===== config.mk =====
export PLATFORM = sky130hd
export DESIGN_NAME = ibus_fetch_ctrl
export DESIGN_NICKNAME = d
export VERILOG_FILES = /design/src/rtl/ibus_fetch_ctrl_pkg.sv /design/src/rtl/ibus_fetch_ctrl.sv
export SDC_FILE = /design/constraint.sdc
export NUM_CORES = 1
export LEC_CHECK = 0
export BUFFER_PORTS_ARGS = -buffer_cell sky130_fd_sc_hd__buf_4
export CAP_MARGIN = 40
export CORE_MARGIN = 5
export CORE_UTILIZATION = 35
export DETAILED_ROUTE_END_ITERATION = 8
export PLACE_DENSITY = 0.77
export SETUP_SLACK_MARGIN = 0.05
export SLEW_MARGIN = 20
export SYNTH_ARGS = -nofsm -noshare
export SYNTH_HDL_FRONTEND = slang
export SYNTH_SLANG_ARGS = --single-unit

===== constraint.sdc =====
create_clock -name clk -period 1.8 [get_ports clk]
set_input_delay 0 -clock clk [delete_from_list [all_inputs] [get_ports clk]]
set_output_delay 0 -clock clk [all_outputs]
set_load 0.05 [all_outputs]

===== src/rtl/ibus_fetch_ctrl_pkg.sv =====
// ibus_fetch_ctrl_pkg: shared types for the instruction-bus fetch controller.
package ibus_fetch_ctrl_pkg;
  typedef logic [31:0] word_t;
  typedef enum logic [2:0] {IDLE, REQ, WAIT, DONE, DISCARD} fetch_ctrl_state_t;
  localparam logic [15:0] DISCARD_MAX = 16'hFFFF;
endpackage


===== src/rtl/ibus_fetch_ctrl.sv =====
// ibus_fetch_ctrl: issues one aligned ibus read per fetch PC, forwards data, drops stale responses.
module ibus_fetch_ctrl
  import ibus_fetch_ctrl_pkg::*;
#(
  parameter int DATA_W     = 64,
  parameter int ALIGN_BITS = 3
) (
  input  logic              clk,
  input  logic              reset,
  input  word_t             pc_in,
  input  logic              pc_valid,
  input  logic              stall,
  input  logic              flush,
  output logic              pc_accept,
  output logic              fetch_busy,
  output logic              ibus_req,
  output word_t             ibus_addr,
  input  logic              ibus_addr_ok,
  input  logic              ibus_data_ok,
  input  logic [DATA_W-1:0] ibus_rdata,
  output logic              inst_ibus_data_ok,
  output logic [DATA_W-1:0] inst_ibus_data,
  output logic              inst_ibus_index,
  output logic [15:0]       discard_cnt
);
  fetch_ctrl_state_t state_q, state_d;
  word_t pc_q, pc_d;
  logic [15:0] cnt_q, cnt_d;
  logic acc, take, dok, unused_pc_bits;
  always_comb begin
    state_d  = state_q;
    pc_d     = pc_q;
    cnt_d    = cnt_q;
    take     = 1'b0;
    dok      = 1'b0;
    ibus_req = 1'b0;
    acc      = pc_valid & ~stall & ~flush;
    case (state_q)
      IDLE: take = acc;
      REQ: begin
        ibus_req = 1'b1;
        if (ibus_addr_ok) state_d = flush ? DISCARD : WAIT;
        else if (flush) state_d = IDLE;
      end
      WAIT: begin
        if (ibus_data_ok) begin
          dok     = ~flush;
          take    = acc;
          state_d = (~flush & stall) ? DONE : IDLE;
        end else if (flush) state_d = DISCARD;
      end
      DONE: begin
        take = acc;
        if (flush | (~stall & ~pc_valid)) state_d = IDLE;
      end
      DISCARD: begin
        // exactly one response is owed here, so flush cannot shorten the wait
        if (ibus_data_ok) begin
          state_d = IDLE;
          cnt_d   = cnt_q + {15'd0, cnt_q != DISCARD_MAX};
        end
      end
      default: state_d = IDLE;
    endcase
    if (take) begin
      pc_d    = pc_in;
      state_d = REQ;
    end
  end
  always_ff @(posedge clk or negedge reset) begin
    if (!reset) begin
      state_q <= IDLE;
      pc_q    <= '0;
      cnt_q   <= '0;
    end else begin
      state_q <= state_d;
      pc_q    <= pc_d;
      cnt_q   <= cnt_d;
    end
  end
  assign pc_accept         = take & reset;
  assign inst_ibus_data_ok = dok & reset;
  assign fetch_busy        = state_q != IDLE;
  assign ibus_addr         = {pc_q[31:ALIGN_BITS], {ALIGN_BITS{1'b0}}};
  assign inst_ibus_data    = ibus_rdata;
  assign inst_ibus_index   = pc_q[2];
  assign discard_cnt       = cnt_q;
  assign unused_pc_bits    = ^pc_q[1:0];
endmodule


Word-level counts from Yosys, hierarchy flattened
Cells that the tools add are included.
- input bits: 103
- word-level logic and storage cells: 44
- output and inout bits: 117
- flip-flop bits (word level): 51
- bitwise gates (word level): 10
- reductions and logical operators: 5
- add/sub/neg operators: 1
- mux-type cells: 15
- eq/ne operators: 10
- operators with widths (cell ; number):
    $mux 3 ; 8
    $add 16x1->16 ; 1
    $ne 16x16->1 const B ; 1
    $pmux 3 s5 ; 1
    $ne 4x4->1 const B ; 2
    $and 1x1->1 ; 6
    $eq 3x2->1 const B ; 2
    $ne 3x3->1 const B ; 2
    $reduce_and 5->1 ; 1
    $mux 1 ; 4
    $eq 3x1->1 const B ; 1
    $eq 3x3->1 const B ; 1
    $logic_not 3->1 ; 1
    $not 1->1 ; 3
    $reduce_bool 3->1 ; 1
    $mux 2 ; 1
    $ne 2x2->1 const B ; 1
    $pmux 1 s2 ; 1
    $reduce_and 2->1 ; 1
    $reduce_or 2->1 ; 1
    $or 1x1->1 ; 1

Longest topological paths before layout
Gate-level depths: netlist of run 1.
- depth after elaboration: 7
- depth in mapped cells: 10
- mapped depth without buffers: 9

Worst setup path before layout of run 1
No wires, ideal clock.
- kind: reg-to-reg
- from: register cnt_q[7], in the netlist discard_cnt[7]
- to: register cnt_q[8], in the netlist discard_cnt[8]
- required time: 1.655 ns
- setup slack: -0.491 ns
- arrival time: 2.146 ns
- buffers on the path: 1
- period minus slack after synthesis: 2.291 ns
- cell stages (with the launch flop): 11
- setup time: 0.145 ns
- path through: dfrtp_1 > nand4_1 > nor2_1 > nand3_1 > ha_1 > ha_1 > nand2_1 > or3_1 > buf_2 > nor2_1 > xor2_1
- word-level cells in the longest chain between the ends: 2
- RTL lines (item ; RTL line ; source):
    start, declared ; ibus_fetch_ctrl.sv:28 ; logic [15:0] cnt_q, cnt_d;
    start signal, assigned ; ibus_fetch_ctrl.sv:78 ; cnt_q <= cnt_d;
    $ne 16x16->1 ; ibus_fetch_ctrl.sv:60 ; cnt_d = cnt_q + {15'd0, cnt_q != DISCARD_MAX};
    $add 16x1->16 (*) ; ibus_fetch_ctrl.sv:60 ;
Every way passes the cells marked *; elsewhere a longest branch is shown, timed or not.
A chain may end at the register's enable or synchronous reset.

Worst setup path after layout of run 1
- from: register cnt_q[7], in the netlist discard_cnt[7]
- to: register cnt_q[6], in the netlist discard_cnt[6]
- word-level cells in the longest chain between the ends: 2
- RTL lines (item ; RTL line):
    $ne 16x16->1 ; ibus_fetch_ctrl.sv:60
    $add 16x1->16 ; ibus_fetch_ctrl.sv:60
No other way between the ends.

==> flow_metrics.env, run 1 <==
export IMPL_status="complete, no violations"
export IMPL_yosys_warnings=0
export IMPL_met2_usage_pct=24.1
export IMPL_ant_nets=0
export IMPL_timing_final_crit_share_pct=99.5
export IMPL_vias=1922
export IMPL_rr_worst_depth=9
export IMPL_met1_usage_pct=14.8
export IMPL_die_w_um=96.7
export IMPL_grt_overflow=0
export IMPL_crit_path_max_fanout=5
export IMPL_finalMaxSlewViolations=0
export IMPL_worstSetupPathType="register to register"
export IMPL_holdPathStages=0
export IMPL_synth_flop_cell="dfrtp_1"
export IMPL_power_frac_clock_pct=19.8
export IMPL_grt_total_usage_pct=13.9
export IMPL_hold_viol=0
export IMPL_p_switching_mw=1.58
export IMPL_synth_edf_count=0
export IMPL_dp_hpwl_um=4530
export IMPL_use_met3_pct=4.96
export IMPL_die_y_um=96.7
export IMPL_drive_gt1_share_pct=59.8
export IMPL_antenna_found_initial=0
export IMPL_min_path_type="input port to output port"
export IMPL_grt_max_degree=35
export IMPL_synth_cell_types=34
export IMPL_hold_path_endpoint="inst_ibus_data[18]"
export IMPL_p_int_mw=2.42
export IMPL_routedWlPerCell_um=15.2
export IMPL_diodes=0
export IMPL_layout_setup_ws_ns=0.00846
export IMPL_fp_coreArea_um2=7290
export IMPL_sw_frac_of_total_pct=39.5
export IMPL_synthArstFlopShare_pct=100
export IMPL_worstHoldStart="ibus_rdata[18]"
export IMPL_clk_root_buffer_cell="clkbuf_8"
export IMPL_netlist_area_um2=2630
export IMPL_drt_wl_total_um=6490
export IMPL_grt_busiest_layer="met2"
export IMPL_power_total_mw=4.00
export IMPL_clkLatencyLatePin_ns=0.29
export IMPL_vias_per_cell=4.50
export IMPL_layout_commonest_cell="buf_4"
export IMPL_gp_congestion=0.787
export IMPL_final_cell_mix="buf_4, dfrtp_1, dlygate4sd3_1"
export IMPL_die_area_um2=9350
export IMPL_combPwrFrac_pct=44.6
export IMPL_cts_sinks=49
export IMPL_r2r_end="discard_cnt[6]"
export IMPL_syn_area_per_cell_um2=11.2
export IMPL_crit_path_start_kind="register"
export IMPL_grt_pass1_vias=2113
export IMPL_rsz0062_at_grt="true"
export IMPL_fmax_ghz=0.558
export IMPL_cp_end_kind="register"
export IMPL_critPathRequiredTime_ns=1.98
export IMPL_p_per_area_nw_per_um2=1060
export IMPL_fin_crit_ns=1.79
export IMPL_ys_seq_elements=49
export IMPL_fill_cells=612
export IMPL_ff2ff_setup_slack_ns=0.008
export IMPL_ys_seq_area_share_pct=46.6
export IMPL_drc_errors=0
export IMPL_ir_drop_uv=448
export IMPL_seqPwrFrac_pct=35.6
export IMPL_ios=220
export IMPL_dpl_cell_area_um2=3140
export IMPL_dr_pass1_iters=4
export IMPL_grt_pass1_wl_um=10800
export IMPL_cts_path_max_buffers=2
export IMPL_port_buffers=86
export IMPL_num_rows=31
export IMPL_start_util_pct=36.1
export IMPL_cts_buffers=5
export IMPL_drv_cap=0
export IMPL_path_clk_slew_ns=0.08
export IMPL_cts_htree_levels=2
export IMPL_syn_to_final_growth_pct=43.0
export IMPL_layout_nets=432
export IMPL_clock_skew_ns=0.00956
export IMPL_final_cell_area_um2=3760
export IMPL_setup_viol=0
export IMPL_cp_arrival_ns=1.97
export IMPL_p_leak_nw=1.77
export IMPL_pre_cts_slack_ns=-0.0924
export IMPL_netlist_instances=235
export IMPL_r2r_start="discard_cnt[7]"
export IMPL_cts_tree="yes"
export IMPL_drt_initial_drc_count=61
## registers in the layout (all words and copies together), names as in the netlist
signal	count
discard_cnt	16
state_q	3
pc_q	30
## power by group through the flow
| stage | registers (mW) | clock network, mW | logic [mW] |
|---|---|---|---|
| 6_report | 1.42 | 0.792 | 1.78 |
| 5_1_grt | 1.45 | 0.870 | 1.87 |
| 4_1_cts | 1.42 | 0.824 | 1.73 |
| 3_5_place_dp | 1.44 | 0 | 1.67 |
| 3_3_place_gp | 1.43 | 0 | 1.65 |
| 2_1_floorplan | 2.19 | 0 | 0.705 |
## through the flow
step	std cells	hold slack, ns	utilization (%)	setup TNS [ns]
4_1_cts	422	0.000341	49.8	-0.0410
5_1_grt	427	0.0000718	51.6	-0.319
6_report	427	0.0000193	51.6	0
3_5_place_dp	380	-0.127	43.1	-0.264
2_1_floorplan	237	-0.296	-	-1.52
3_3_place_gp	380	-0.127	43.1	-0.0395
## timing repair
item / CTS / global route
hold buffers: 31 / 0
resized for setup: 9 / 16
setup buffers: 3 / 4
setup endpoints to repair: 36 / 38
pin swaps: 3 / 10
hold endpoints to repair: 79 / 0
gates cloned: 0 / 1
## Yosys cell counts (2+ instances only)
| master | count | area (um2) |
|---|---|---|
| buf_4 | 68 | 510 |
| or2_2 | 2 | 12.5 |
| nor3_2 | 3 | 30.0 |
| inv_1 | 3 | 11.3 |
| nand4_1 | 5 | 31.3 |
| ha_1 | 2 | 25.0 |
| and2_1 | 2 | 12.5 |
| nor3_1 | 3 | 15.0 |
| mux2_2 | 28 | 315 |
| or3_1 | 3 | 18.8 |
| nand3_1 | 5 | 25.0 |
| nand2_1 | 15 | 56.3 |
| o31ai_1 | 2 | 15.0 |
| mux2_1 | 2 | 22.5 |
| dfrtp_1 | 49 | 1230 |
| xnor2_1 | 9 | 78.8 |
| buf_6 | 3 | 33.8 |
| xor2_1 | 5 | 43.8 |
| a21oi_1 | 3 | 15.0 |
| nor2_1 | 9 | 33.8 |
## critical path: stages (launching register included)
cell and delay [ns]:
dfrtp_2 0.40, nand4_1 0.15, nor2_2 0.07, nand3_2 0.08, ha_4 0.16, ha_4 0.14, nand2_2 0.04, or3_4 0.37
buf_4 0.15, xnor2_1 0.11
## per-layer routing
| metal | vias to the layer above | wire length [um] |
|---|---|---|
| met5 | - | 0 |
| met4 | 0 | 210 |
| met3 | 33 | 491 |
| met2 | 75 | 3460 |
| met1 | 916 | 2330 |
| li1 | 898 | - |
## cell type report
class	instances	area, um2	share of cell area, %
clock buffer	7	86.3	2.30
clock inverter	1	30.0	0.799
inverter	3	11.3	0.300
multi-input combinational	112	977	26.0
sequential	49	1240	33.0
tap	99	124	3.29
timing repair buffer	156	1290	34.3
## cell families (layout without fill, tap and decap cells)
kind of cell	Yosys count	count (layout)	share of synthesized area (%)
compound gates	9	9	2.28
xor+xnor	14	14	4.66
fa+ha+maj	2	2	0.951
buf+inv	76	167	21.5
flops	49	49	46.6
mux	30	30	12.8
other cells	1	3	0.143
simple gates	54	54	11.0
## worst max-delay path by stage
stage	startpoint	end	slack, ns	cells after the start
after floorplan	discard_cnt[8]	discard_cnt[12]	-0.28	10
after global placement	discard_cnt[8]	discard_cnt[12]	-0.02	9
after detailed placement	discard_cnt[8]	discard_cnt[14]	-0.09	9
after CTS	discard_cnt[7]	discard_cnt[14]	-0.02	9
after global routing	discard_cnt[7]	discard_cnt[14]	-0.10	9
final	discard_cnt[7]	discard_cnt[6]	0.008	9
No activity file was read; power rests on OpenSTA's default activity.
==> run 2: changes to the inputs <==
--- a/config.mk
+++ b/config.mk
@@ -11,6 +11,7 @@
 export CORE_UTILIZATION = 35
 export DETAILED_ROUTE_END_ITERATION = 8
 export PLACE_DENSITY = 0.77
+export REMOVE_ABC_BUFFERS = 1
 export SETUP_SLACK_MARGIN = 0.05
 export SLEW_MARGIN = 20
 export SYNTH_ARGS = -nofsm -noshare
==> run 2 against run 1 <==
Compared with the run above: the flow now finishes with violations (negative setup slack); count of clock-buffer cells in the layout down 2; sequential cell count unchanged; worst hold slack about the same; global-route usage up 12 points; maximum frequency down 2.3%; clock power down 2%; critical path depth unchanged; die area unchanged; setup slack worse by 0.042 ns; clock skew down 0.0016 ns; critical endpoint is now discard_cnt[14].
==> flow_metrics.env, run 2 (synthesis gave the netlist of run 1 again) <==
export IMPL_status="finished, violations left"
export IMPL_violations="negative setup slack"
export IMPL_cp_arrival_ns=2.06
export IMPL_holdPathStages=0
export IMPL_rr_worst_depth=9
export IMPL_crit_family="simple AND/OR/NAND/NOR gates"
export IMPL_combPwrFrac_pct=45.1
export IMPL_r2r_end="discard_cnt[14]"
export IMPL_grt_pass1_wl_um=17300
export IMPL_path_buf_inv=0
export IMPL_path_clk_slew_ns=0.09
export IMPL_drt_wl_total_um=12300
export IMPL_grt_pass1_vias=2267
export IMPL_cp_num_cells=9
export IMPL_fp_coreArea_um2=7290
export IMPL_cts_tree="yes"
export IMPL_fin_util_pct=51.3
export IMPL_vias=2089
export IMPL_num_rows=31
export IMPL_crit_top_cell="ha_4"
export IMPL_p_per_area_nw_per_um2=1080
export IMPL_regMostFlops="pc_q"
export IMPL_drive_gt1_share_pct=55.4
export IMPL_finalMaxSlewViolations=0
export IMPL_dpl_cell_area_um2=3080
export IMPL_drv_cap=0
export IMPL_die_w_um=96.7
export IMPL_timing_final_crit_share_pct=102
export IMPL_hold_viol=0
export IMPL_seqPwrFrac_pct=35.7
export IMPL_final_cell_area_um2=3740
export IMPL_layout_nets=432
export IMPL_p_switching_mw=1.66
export IMPL_fmax_ghz=0.546
export IMPL_final_cell_mix="buf_4, dfrtp_1, dlygate4sd3_1"
export IMPL_largest_reg_flops=30
export IMPL_routedWlPerCell_um=28.9
export IMPL_fin_hold_ws_ns=0.000504
export IMPL_cts_path_max_buffers=2
export IMPL_ios=220
export IMPL_cpMaxStageDelayCell="dfrtp_1"
export IMPL_fin_crit_ns=1.83
export IMPL_critPathRequiredTime_ns=2.03
export IMPL_layout_commonest_cell="buf_4"
export IMPL_sw_frac_of_total_pct=41.1
export IMPL_vias_per_cell=4.89
export IMPL_crit_path_max_fanout=5
export IMPL_ant_nets=0
export IMPL_setup_viol=2
export IMPL_syn_to_final_growth_pct=42.2
export IMPL_port_buffers=86
export IMPL_ff2ff_setup_slack_ns=-0.03
export IMPL_dr_pass1_iters=4
export IMPL_r2r_start="discard_cnt[9]"
export IMPL_max_stage_delay_ns=0.39
export IMPL_cts_sinks=49
export IMPL_p_leak_nw=1.78
export IMPL_drc_errors=0
export IMPL_worstSetupPathType="register to register"
export IMPL_drt_initial_drc_count=47
export IMPL_die_y_um=96.7
export IMPL_min_path_type="input port to output port"
export IMPL_antenna_found_initial=1
export IMPL_hold_path_endpoint="inst_ibus_data[10]"
export IMPL_grt_max_degree=28
export IMPL_power_frac_clock_pct=19.3
export IMPL_rsz0062_at_grt="true"
export IMPL_layout_setup_ws_ns=-0.0331
export IMPL_cp_end_kind="register"
export IMPL_clock_skew_ns=0.00796
export IMPL_pre_cts_slack_ns=-0.0712
export IMPL_worstHoldStart="ibus_rdata[10]"
export IMPL_cts_buffers=5
export IMPL_ir_drop_uv=836
export IMPL_fill_cells=660
export IMPL_p_int_mw=2.38
export IMPL_dp_hpwl_um=9780
export IMPL_clk_root_buffer_cell="clkbuf_8"
export IMPL_die_area_um2=9350
export IMPL_cts_htree_levels=2
export IMPL_tns_ns=-0.0654
export IMPL_start_util_pct=36.1
export IMPL_grt_total_usage_pct=25.6
export IMPL_cp_cell_sequence="nand4_1, nor2_2, nand3_2, ha_4, ha_4, nand2_1, or3_4, nor3_2, xor2_1"
export IMPL_gp_congestion=0.929
export IMPL_grt_overflow=0
export IMPL_crit_path_start_kind="register"
export IMPL_clkLatencyLatePin_ns=0.30
[run 2: cell types whose count changed in the layout (fill, tap and decap cells not counted), sizes merged]
cell	before	now
clkbuf	8	6
clkinv	0	1
diode	0	1
[run 2: cell type report]
class	instances	area [um2]	share of cell area (%)
repair buffers	156	1310	34.9
diodes	1	2.50	0.0669
well taps	99	124	3.31
clock inverters	2	35.0	0.936
inverters	3	11.3	0.301
flip-flops and latches	49	1230	32.8
clock buffers	5	68.8	1.84
multi-input cells	112	965	25.8
[run 2: worst register-to-register path, cell delays in order, from the launching register on]
cell,delay [ns]
dfrtp_1,0.39
nand4_1,0.14
nor2_2,0.08
nand3_2,0.09
ha_4,0.16
ha_4,0.13
nand2_1,0.05
or3_4,0.39
nor3_2,0.16
xor2_1,0.16
[run 2: layer usage]
layer | GRT usage [%] | vias to the layer above | wire length (um)
met1 | 25.4 | 978 | 4050
li1 | - | 903 | -
met2 | 37.0 | 201 | 5200
met5 | 1.65 | - | 0
met3 | 29.4 | 7 | 3010
met4 | 2.16 | 0 | 77
[run 2: power by group through the flow]
| stage | clock (mW) | sequential, mW | combinational (mW) |
|---|---|---|---|
| global placement | 0 | 1.43 | 1.64 |
| CTS | 0.796 | 1.43 | 1.77 |
| global route | 0.836 | 1.46 | 1.90 |
| finish | 0.779 | 1.44 | 1.82 |
| detailed placement | 0 | 1.46 | 1.66 |
| floorplan | 0 | 2.19 | 0.286 |
[run 2: repair_timing]
action | 4_1_cts | 5_1_grt
gates cloned | 1 | 1
setup buffers | 7 | 5
endpoints found under the setup margin | 6 | 44
hold buffers | 31 | 0
hold endpoints to repair | 54 | 0
gates resized for setup | 14 | 12
pin swaps | 3 | 9
[run 2: per-stage QoR]
step	total power, mW	std cells
CTS	4.00	422
finish	4.04	427
global placement	3.07	376
detailed placement	3.11	376
global route	4.20	427
floorplan	2.48	164
[run 2: how the worst max path moves through the flow]
stage	from	end	slack (ns)
2_1_floorplan	state_q[2]	pc_accept	-0.71
3_3_place_gp	discard_cnt[8]	discard_cnt[12]	0.01
3_5_place_dp	discard_cnt[7]	discard_cnt[14]	-0.07
4_1_cts	discard_cnt[6]	discard_cnt[12]	-0.009
5_1_grt	discard_cnt[9]	discard_cnt[14]	-0.15
6_report	discard_cnt[9]	discard_cnt[14]	-0.03
==> run 3: changes to the inputs <==
--- a/config.mk
+++ b/config.mk
@@ -8,9 +8,9 @@
 export BUFFER_PORTS_ARGS = -buffer_cell sky130_fd_sc_hd__buf_4
 export CAP_MARGIN = 40
 export CORE_MARGIN = 5
-export CORE_UTILIZATION = 35
+export CORE_UTILIZATION = 39
 export DETAILED_ROUTE_END_ITERATION = 8
-export PLACE_DENSITY = 0.77
+export PLACE_DENSITY = 0.81
 export REMOVE_ABC_BUFFERS = 1
 export SETUP_SLACK_MARGIN = 0.05
 export SLEW_MARGIN = 20
==> constraint.sdc (replaced) <==
create_clock -name clk -period 2 [get_ports clk]
set_input_delay 0 -clock clk [delete_from_list [all_inputs] [get_ports clk]]
set_output_delay 0 -clock clk [all_outputs]
set_load 0.05 [all_outputs]
==> run 3 against run 2 <==
Compared with the run above: the run now ends clean; sequential power is 9% lower; cell count is 10% lower; clock power is 4.0% higher.
==> flow_metrics.env, run 3 (synthesis gave the netlist of run 1 again) <==
export IMPL_cts_path_max_buffers=2
export IMPL_clk_root_buffer_cell="clkbuf_8"
export IMPL_gp_congestion=0.865
export IMPL_worstSetupPathType="register to register"
export IMPL_num_rows=30
export IMPL_critPathRequiredTime_ns=2.21
export IMPL_p_int_mw=2.20
export IMPL_cp_end_kind="register"
export IMPL_drt_wl_total_um=11700
export IMPL_setup_viol=0
export IMPL_combPwrFrac_pct=41.4
export IMPL_start_util_pct=39.4
export IMPL_drt_initial_drc_count=51
export IMPL_ir_drop_uv=697
export IMPL_pre_cts_slack_ns=0.0281
export IMPL_cts_htree_levels=2
export IMPL_die_area_um2=8490
export IMPL_drv_cap=0
export IMPL_ios=220
export IMPL_dpl_cell_area_um2=2950
export IMPL_finalMaxSlewViolations=0
export IMPL_largest_reg_flops=30
export IMPL_grt_max_degree=40
export IMPL_fill_cells=580
export IMPL_drc_errors=0
export IMPL_hold_viol=0
export IMPL_drive_gt1_share_pct=48.7
export IMPL_power_frac_clock_pct=22.4
export IMPL_placed_cells=343
export IMPL_rsz0062_at_grt="true"
export IMPL_vias=2014
export IMPL_syn_to_final_growth_pct=30.4
export IMPL_grt_overflow=0
export IMPL_diodes=0
export IMPL_clock_skew_ns=0.00282
export IMPL_ant_nets=0
export IMPL_dr_pass1_iters=4
export IMPL_die_y_um=92.1
export IMPL_grt_pass1_vias=2128
export IMPL_final_cell_area_um2=3430
export IMPL_final_cell_mix="buf_4, dfrtp_1, dlygate4sd3_1"
export IMPL_sw_frac_of_total_pct=39.3
export IMPL_cts_tree="yes"
export IMPL_layout_setup_ws_ns=0.0953
export IMPL_fin_crit_ns=1.90
export IMPL_vias_per_cell=5.24
export IMPL_fp_coreArea_um2=6680
export IMPL_cp_arrival_ns=2.11
export IMPL_antenna_found_initial=0
export IMPL_seqPwrFrac_pct=36.2
export IMPL_path_clk_slew_ns=0.09
export IMPL_clkLatencyLatePin_ns=0.29
export IMPL_status="complete, no violations"
export IMPL_instances_no_fill=384
export IMPL_layout_commonest_cell="buf_4"
export IMPL_crit_path_max_fanout=5
export IMPL_regMostFlops="pc_q"
export IMPL_tns_ns=0
export IMPL_cts_buffers=5
export IMPL_p_per_area_nw_per_um2=1050
export IMPL_layout_nets=408
export IMPL_p_leak_nw=1.63
export IMPL_fmax_ghz=0.525
export IMPL_dp_hpwl_um=9640
export IMPL_crit_path_start_kind="register"
export IMPL_grt_pass1_wl_um=15800
export IMPL_p_switching_mw=1.42
export IMPL_min_path_type="input port to output port"
export IMPL_routedWlPerCell_um=30.5
export IMPL_die_w_um=92.1
export IMPL_cts_sinks=49
export IMPL_timing_final_crit_share_pct=95.2
export IMPL_grt_total_usage_pct=27.1
export IMPL_port_buffers=86
[run 3: cell types whose count changed in the layout (fill, tap and decap cells not counted), moves of 2 or more]
cell     previous run  this run
buf_4             120       100
buf_6               2         0
ha_4                2         0
nand3_1             2         5
nand3_2             2         0
[run 3: power by group through the flow]
| stage | Combinational [mW] | Sequential (mW) | Clock (mW) |
|---|---|---|---|
| 2_1_floorplan | 0.258 | 1.97 | 0 |
| 5_1_grt | 1.56 | 1.33 | 0.877 |
| 3_5_place_dp | 1.44 | 1.32 | 0 |
| 6_report | 1.50 | 1.31 | 0.810 |
| 3_3_place_gp | 1.42 | 1.31 | 0 |
| 4_1_cts | 1.49 | 1.30 | 0.839 |
[run 3: timing repair]
item	in CTS	in global routing
setup buffers	0	2
endpoints found under the setup margin	4	5
hold buffers	31	0
pin swaps	0	1
resized for setup	2	5
endpoints found under the hold margin	79	0
[run 3: metal layers]
layer  track usage (%)  wire length [um]  up-vias
met4              10.8               539        0
li1                  -                 -      853
met2              42.5              5330      164
met1              21.4              3110      977
met5                 0                 0        -
met3              29.9              2750       20
[run 3: worst paths after layout]
kind                                       from                  to  slack, ns  cells after the start
min in group asynchronous                 reset      discard_cnt[0]       0.09                      2
worst max-delay path            discard_cnt[12]     discard_cnt[14]        0.1                      9
max in group asynchronous                 reset            pc_q[11]       1.20                      3
worst max register to register  discard_cnt[12]     discard_cnt[14]        0.1                      9
worst min register to register         pc_q[30]            pc_q[30]       0.50                      1
worst min-delay path             ibus_rdata[58]  inst_ibus_data[58]     0.0005                      0
[run 3: cell type report]
| type | instances | area [um2] | area share (%) |
|---|---|---|---|
| Multi-Input combinational cell | 112 | 877 | 25.6 |
| Clock inverter | 3 | 65.1 | 1.90 |
| Sequential cell | 49 | 1230 | 35.8 |
| Inverter | 3 | 11.3 | 0.328 |
| Tap cell | 80 | 100 | 2.92 |
| Timing Repair Buffer | 132 | 1080 | 31.5 |
| Clock buffer | 5 | 68.8 | 2.01 |
[run 3: worst max-delay path: stages (launching register included)]
cell and delay, ns:
dfrtp_1 0.43, nand4_1 0.14, nor2_1 0.07, nand3_1 0.08
ha_1 0.16, ha_2 0.19, nand2_1 0.06, or3_4 0.38
nor3_2 0.14, xor2_1 0.18
[run 3: through the flow]
step                power [mW]  hold WS (ns)  utilization (%)
CTS                       3.63      0.000487             50.9
floorplan                 2.23        -0.296                -
finish                    3.61      0.000451             51.3
global placement          2.73        -0.148             44.1
global route              3.77      0.000309             51.3
detailed placement        2.76        -0.145             44.1
